===== src/rtl/anc_pkg.sv =====
// Shared types and widths for the ANC frame sequencer.
package anc_pkg;
  localparam int SAMPLE_W = 32;
  localparam int MU_W     = 16;
  localparam int PROD_W   = SAMPLE_W + MU_W;

  typedef enum logic [2:0] {
    IDLE = 3'd0,
    CALC = 3'd1,
    GO   = 3'd2,
    WAIT = 3'd3,
    OUT  = 3'd4
  } state_e;
endpackage


===== src/rtl/anc_sat_shift.sv =====
// Combinational arithmetic right shift followed by signed saturation to OUT_W.
module anc_sat_shift #(
  parameter int IN_W  = 48,
  parameter int SHIFT = 0,
  parameter int OUT_W = 32
) (
  input  logic [IN_W-1:0]  d_i,
  output logic [OUT_W-1:0] q_o
);
  logic signed [IN_W-1:0] sh;

  assign sh = $signed(d_i) >>> SHIFT;

  generate
    if (OUT_W >= IN_W) begin : g_ext
      // Output is wide enough: plain sign extension, never clips.
      assign q_o = OUT_W'(sh);
    end else begin : g_sat
      // Value fits iff all bits from the OUT_W sign bit upward agree.
      logic [IN_W-OUT_W:0] hi;
      logic                ovf;
      assign hi  = sh[IN_W-1:OUT_W-1];
      assign ovf = !((&hi) || !(|hi));
      assign q_o = !ovf        ? sh[OUT_W-1:0] :
                   sh[IN_W-1]  ? {1'b1, {(OUT_W-1){1'b0}}} :
                                 {1'b0, {(OUT_W-1){1'b1}}};
    end
  endgenerate
endmodule


===== src/rtl/anc_frame_sequencer.sv =====
// Per-frame sequencer in front of the adaptive FIR: LMS update, go/done
// handshake with watchdog, and anti-noise output scaling/saturation.
module anc_frame_sequencer
  import anc_pkg::*;
#(
  parameter int MU_SHIFT    = 15,
  parameter int OUT_SHIFT   = 0,
  parameter int OUT_W       = 16,
  parameter int INVERT      = 1,
  parameter int TIMEOUT_CYC = 300
) (
  input  logic                clk,
  input  logic                rst_n,
  input  logic [SAMPLE_W-1:0] ref_in,
  input  logic [SAMPLE_W-1:0] err_in,
  input  logic                in_valid,
  output logic                in_ready,
  input  logic [MU_W-1:0]     mu,
  output logic [SAMPLE_W-1:0] fir_feedforward,
  output logic [SAMPLE_W-1:0] fir_weight_adjust,
  output logic                fir_go,
  input  logic                fir_done,
  input  logic [SAMPLE_W-1:0] fir_out_sample,
  output logic [OUT_W-1:0]    anti_out,
  output logic                anti_valid,
  output logic                busy,
  output logic                overrun_err,
  output logic                timeout_err,
  input  logic                err_clr
);
  localparam int CNT_W = $clog2(TIMEOUT_CYC + 1);
  localparam logic [CNT_W-1:0] CNT_LIM = CNT_W'(TIMEOUT_CYC - 1);

  state_e                     state_q;
  logic signed [SAMPLE_W-1:0] err_q;
  logic signed [MU_W-1:0]     mu_q;
  logic [CNT_W-1:0]           cnt_q;

  logic signed [PROD_W-1:0]   prod;
  logic [SAMPLE_W-1:0]        wadj_d;
  logic [SAMPLE_W-1:0]        cap_d;
  logic signed [SAMPLE_W-1:0] cap_sh;
  logic signed [SAMPLE_W:0]   v_d;
  logic [OUT_W-1:0]           anti_d;

  assign prod = err_q * mu_q;

  anc_sat_shift #(.IN_W(PROD_W), .SHIFT(MU_SHIFT), .OUT_W(SAMPLE_W)) u_wsat (
    .d_i(prod),
    .q_o(wadj_d)
  );

  // The output path is evaluated on the sample being captured, so anti_out
  // and anti_valid appear together in the OUT cycle. A timeout captures 0.
  assign cap_d  = fir_done ? fir_out_sample : '0;
  assign cap_sh = $signed(cap_d) >>> OUT_SHIFT;
  // Negate at 33 bits so that -(-2^31) is representable before clamping.
  assign v_d    = (INVERT != 0) ? -{cap_sh[SAMPLE_W-1], cap_sh}
                                :  {cap_sh[SAMPLE_W-1], cap_sh};

  anc_sat_shift #(.IN_W(SAMPLE_W + 1), .SHIFT(0), .OUT_W(OUT_W)) u_osat (
    .d_i(v_d),
    .q_o(anti_d)
  );

  // Frame FSM with registered outputs, watchdog counter and sticky flags.
  always_ff @(posedge clk or negedge rst_n) begin
    if (!rst_n) begin
      state_q           <= IDLE;
      err_q             <= '0;
      mu_q              <= '0;
      cnt_q             <= '0;
      fir_feedforward   <= '0;
      fir_weight_adjust <= '0;
      fir_go            <= 1'b0;
      anti_out          <= '0;
      anti_valid        <= 1'b0;
      busy              <= 1'b0;
      in_ready          <= 1'b1;
      overrun_err       <= 1'b0;
      timeout_err       <= 1'b0;
    end else begin
      // Clear first so a same-cycle set below takes priority.
      if (err_clr) begin
        overrun_err <= 1'b0;
        timeout_err <= 1'b0;
      end
      if (in_valid && !in_ready) overrun_err <= 1'b1;

      case (state_q)
        IDLE: begin
          if (in_valid) begin
            fir_feedforward <= ref_in;
            err_q           <= err_in;
            mu_q            <= mu;
            in_ready        <= 1'b0;
            busy            <= 1'b1;
            state_q         <= CALC;
          end
        end
        CALC: begin
          fir_weight_adjust <= wadj_d;
          fir_go            <= 1'b1;
          state_q           <= GO;
        end
        GO: begin
          fir_go  <= 1'b0;
          cnt_q   <= '0;
          state_q <= WAIT;
        end
        WAIT: begin
          cnt_q <= cnt_q + CNT_W'(1);
          if (fir_done || cnt_q == CNT_LIM) begin
            if (!fir_done) timeout_err <= 1'b1;
            anti_out   <= anti_d;
            anti_valid <= 1'b1;
            state_q    <= OUT;
          end
        end
        OUT: begin
          anti_valid <= 1'b0;
          busy       <= 1'b0;
          in_ready   <= 1'b1;
          state_q    <= IDLE;
        end
        default: begin
          fir_go     <= 1'b0;
          anti_valid <= 1'b0;
          busy       <= 1'b0;
          in_ready   <= 1'b1;
          state_q    <= IDLE;
        end
      endcase
    end
  end
endmodule


===== config.mk =====
export PLATFORM = sky130hd
export DESIGN_NAME = anc_frame_sequencer
export DESIGN_NICKNAME = d
export VERILOG_FILES = /design/src/rtl/anc_pkg.sv /design/src/rtl/anc_sat_shift.sv /design/src/rtl/anc_frame_sequencer.sv
export SDC_FILE = /design/constraint.sdc
export NUM_CORES = 2
export LEC_CHECK = 0
export BUFFER_PORTS_ARGS = -buffer_cell sky130_fd_sc_hd__buf_2
export CORE_UTILIZATION = 55
export CTS_CLUSTER_DIAMETER = 100
export DETAILED_ROUTE_END_ITERATION = 7
export PLACE_DENSITY = 0.79
export SYNTH_ARGS = -nofsm -noshare
export SYNTH_HDL_FRONTEND = slang
export SYNTH_HIERARCHICAL = 1
export SYNTH_SLANG_ARGS = --single-unit

===== constraint.sdc =====
create_clock -name clk -period 13 [get_ports clk]
set_input_delay 1.95 -clock clk [delete_from_list [all_inputs] [get_ports clk]]
set_output_delay 1.95 -clock clk [all_outputs]
set_load 0.02 [all_outputs]

==> flow_metrics.env <==
export IMPL_syn_inst=2576
export IMPL_grt_max_degree=83
export IMPL_startpoint="mu_q[15]"
export IMPL_timing_rr_start="mu_q[15]"
export IMPL_cts_tree="done"
export IMPL_cts_hold_buf=0
export IMPL_routed_wl_um=62150
export IMPL_syn_avg_cell_area_um2=9.517
export IMPL_setup_violations=0
export IMPL_antennaDiodeCount=0
export IMPL_rsz0062_at_grt="false"
export IMPL_grt_pass1_vias=20680
export IMPL_critical_path_endpoint="fir_weight_adjust[8]"
export IMPL_fmax_mhz=100.8
export IMPL_viasPerCell=5.564
export IMPL_clockBufferDepth=2
export IMPL_drive_gt1_share_pct=15.38
export IMPL_cts_buffers=17
export IMPL_drt_iter0_drc=1322
export IMPL_final_util_pct=60.99
export IMPL_crit_path_frequent_cell="fa_1"
export IMPL_period_minus_slack_ps=9923
export IMPL_syn_to_final_growth_pct=8.360
export IMPL_crit_buf_inv=4
export IMPL_antenna_found_initial=1
export IMPL_fin_tns_setup_ps=0
export IMPL_clock_skew_ps=27.69
export IMPL_worstHoldPathType="flip-flop to flip-flop"
export IMPL_crit_path_max_fanout=32
export IMPL_numClockSinks=146
export IMPL_io_buffers=202
export IMPL_hold_ws_ps=487.0
export IMPL_drcViolationCount=0
export IMPL_synth_cell_area_mm2=0.02451
export IMPL_first_pass_iters=5
export IMPL_die_area_mm2=0.04542
export IMPL_crit_family="adder cells"
export IMPL_slew_headroom_pct=23.20
export IMPL_reg2reg_to="fir_weight_adjust[8]"
export IMPL_cp_slowest_stage_delay_ps=1090
export IMPL_grt_ovfl_total=0
export IMPL_worst_pin_slew_ps=1152
export IMPL_grt_usage_pct=30.00
export IMPL_num_vias=18350
export IMPL_htreeDepth=4
export IMPL_hpwl_um=47800
export IMPL_crit_path_end_kind="flip-flop"
export IMPL_gp_congestion=0.9157
export IMPL_cap_violations=0
export IMPL_drv_slew=0
export IMPL_grt_pass1_wl_um=104400
export IMPL_die_x_um=213.1
export IMPL_post_cts_buffers=0
export IMPL_fin_crit_sh_pct=76.33
export IMPL_die_h_um=213.1
export IMPL_r2r_cells=25
export IMPL_antenna_left=0
export IMPL_start_util_pct=56.29
export IMPL_fin_nets=3420
export IMPL_wl_per_cell_um=18.85
export IMPL_critical_path_class="flip-flop to flip-flop"
export IMPL_hold_viol_final=0
export IMPL_critPathLaunchType="flip-flop"
export IMPL_cp_num_cells=25
export IMPL_status="complete, no violations"
export IMPL_cp_slowest_cell="ha_1"
export IMPL_clk_pin_slew_ps=80
export IMPL_required_ps=13360
export IMPL_clk_latency_ps=490
export IMPL_core_area_mm2=0.04355
export IMPL_cp_arrival_ps=10280
export IMPL_yosysWarnings=6
export IMPL_reg2reg_slack_ps=3080
export IMPL_synth_nets=3297
export IMPL_placementRows=76
export IMPL_ctsResizeCount=0
export IMPL_cts_root_buf="clkbuf_16"
export IMPL_ioPinCount=203
## worst reg2reg max path, stage by stage (launching register included)
cell and delay (ps):
dfrtp_1 520, clkinv_1 750, nor2_1 340, fa_1 490, fa_1 470, fa_1 380, inv_1 100, fa_1 470
fa_1 470, fa_1 500, inv_1 50, ha_1 390, a21oi_1 220, o21ai_0 240, or2_2 340, a211oi_1 770
o2bb2ai_1 290, a221o_1 440, a31o_2 290, a41oi_1 230, xnor2_1 160, ha_1 1090, nor2_2 20, buf_4 270
a21o_1 230, mux2_2 260
## cells in the final DEF, fill, tap and decap left out, types with 6 or more instances in the layout
| cell type | n |
|---|---|
| inv_1 | 553 |
| fa_1 | 486 |
| nand2_1 | 348 |
| and2_1 | 201 |
| buf_2 | 201 |
| dfrtp_1 | 145 |
| mux2_2 | 128 |
| ha_1 | 118 |
| nor2_1 | 72 |
| a21o_1 | 64 |
| a21oi_1 | 48 |
| o21ai_0 | 37 |
| xnor2_1 | 36 |
| buf_4 | 21 |
| clkbuf_16 | 17 |
| nand3_1 | 16 |
| nor3_1 | 16 |
| xor2_1 | 16 |
| nand2b_1 | 15 |
| nand4_1 | 12 |
| and3_1 | 11 |
| or3_1 | 9 |
| o21bai_1 | 8 |
| a31oi_1 | 7 |
| a32oi_1 | 7 |
| nor4_1 | 7 |
| o21a_1 | 6 |
## stage by stage
stage                     worst slack, ps  instance area [um2]  instances
after floorplan                      5639                24510       2576
after global placement               3545                25960       3265
after detailed placement             3233                25960       3265
after CTS                            3174                26560       3297
after global routing                 2605                26560       3297
final                                3077                26560       3297
## flip-flops by register name, summed over array words and instances, names as in the netlist
register	flops
anti_out	16
anti_valid	1
busy	1
cnt_q	9
err_q	32
fir_feedforward	32
fir_go	1
fir_weight_adjust	32
in_ready	1
mu_q	16
overrun_err	1
state_q	3
timeout_err	1
## how the worst min path moves through the flow
stage / from / endpoint / slack (ps) / cells after the start
2_1_floorplan: state_q[2] / state_q[0] / 460 / 1
3_3_place_gp: in_ready / in_ready / 460 / 2
3_5_place_dp: anti_valid / anti_valid / 470 / 1
4_1_cts: in_ready / in_ready / 490 / 2
5_1_grt: anti_valid / anti_valid / 510 / 1
6_report: in_ready / in_ready / 490 / 2
## layer usage
layer	vias up	share of wire [%]	global-route usage, %
met2	786	49	50.40
met3	171	8.2	7.428
li1	8044	-	-
met4	0	4.0	13.45
met5	-	0	0
met1	9345	38	36.50
## area by class of cell
cell class,instances,area (um2)
Multi-Input combinational cell,1756,18320
Fill cell,3629,16990
Sequential cell,146,3655
Inverter,555,2083
Timing Repair Buffer,223,1175
Tap cell,585,732.0
Clock buffer,18,429.2
Clock inverter,14,175.2
Power is left out: the tool's default activity adds up to more than one toggle a clock period on the data nets, which glitch-free logic cannot reach.
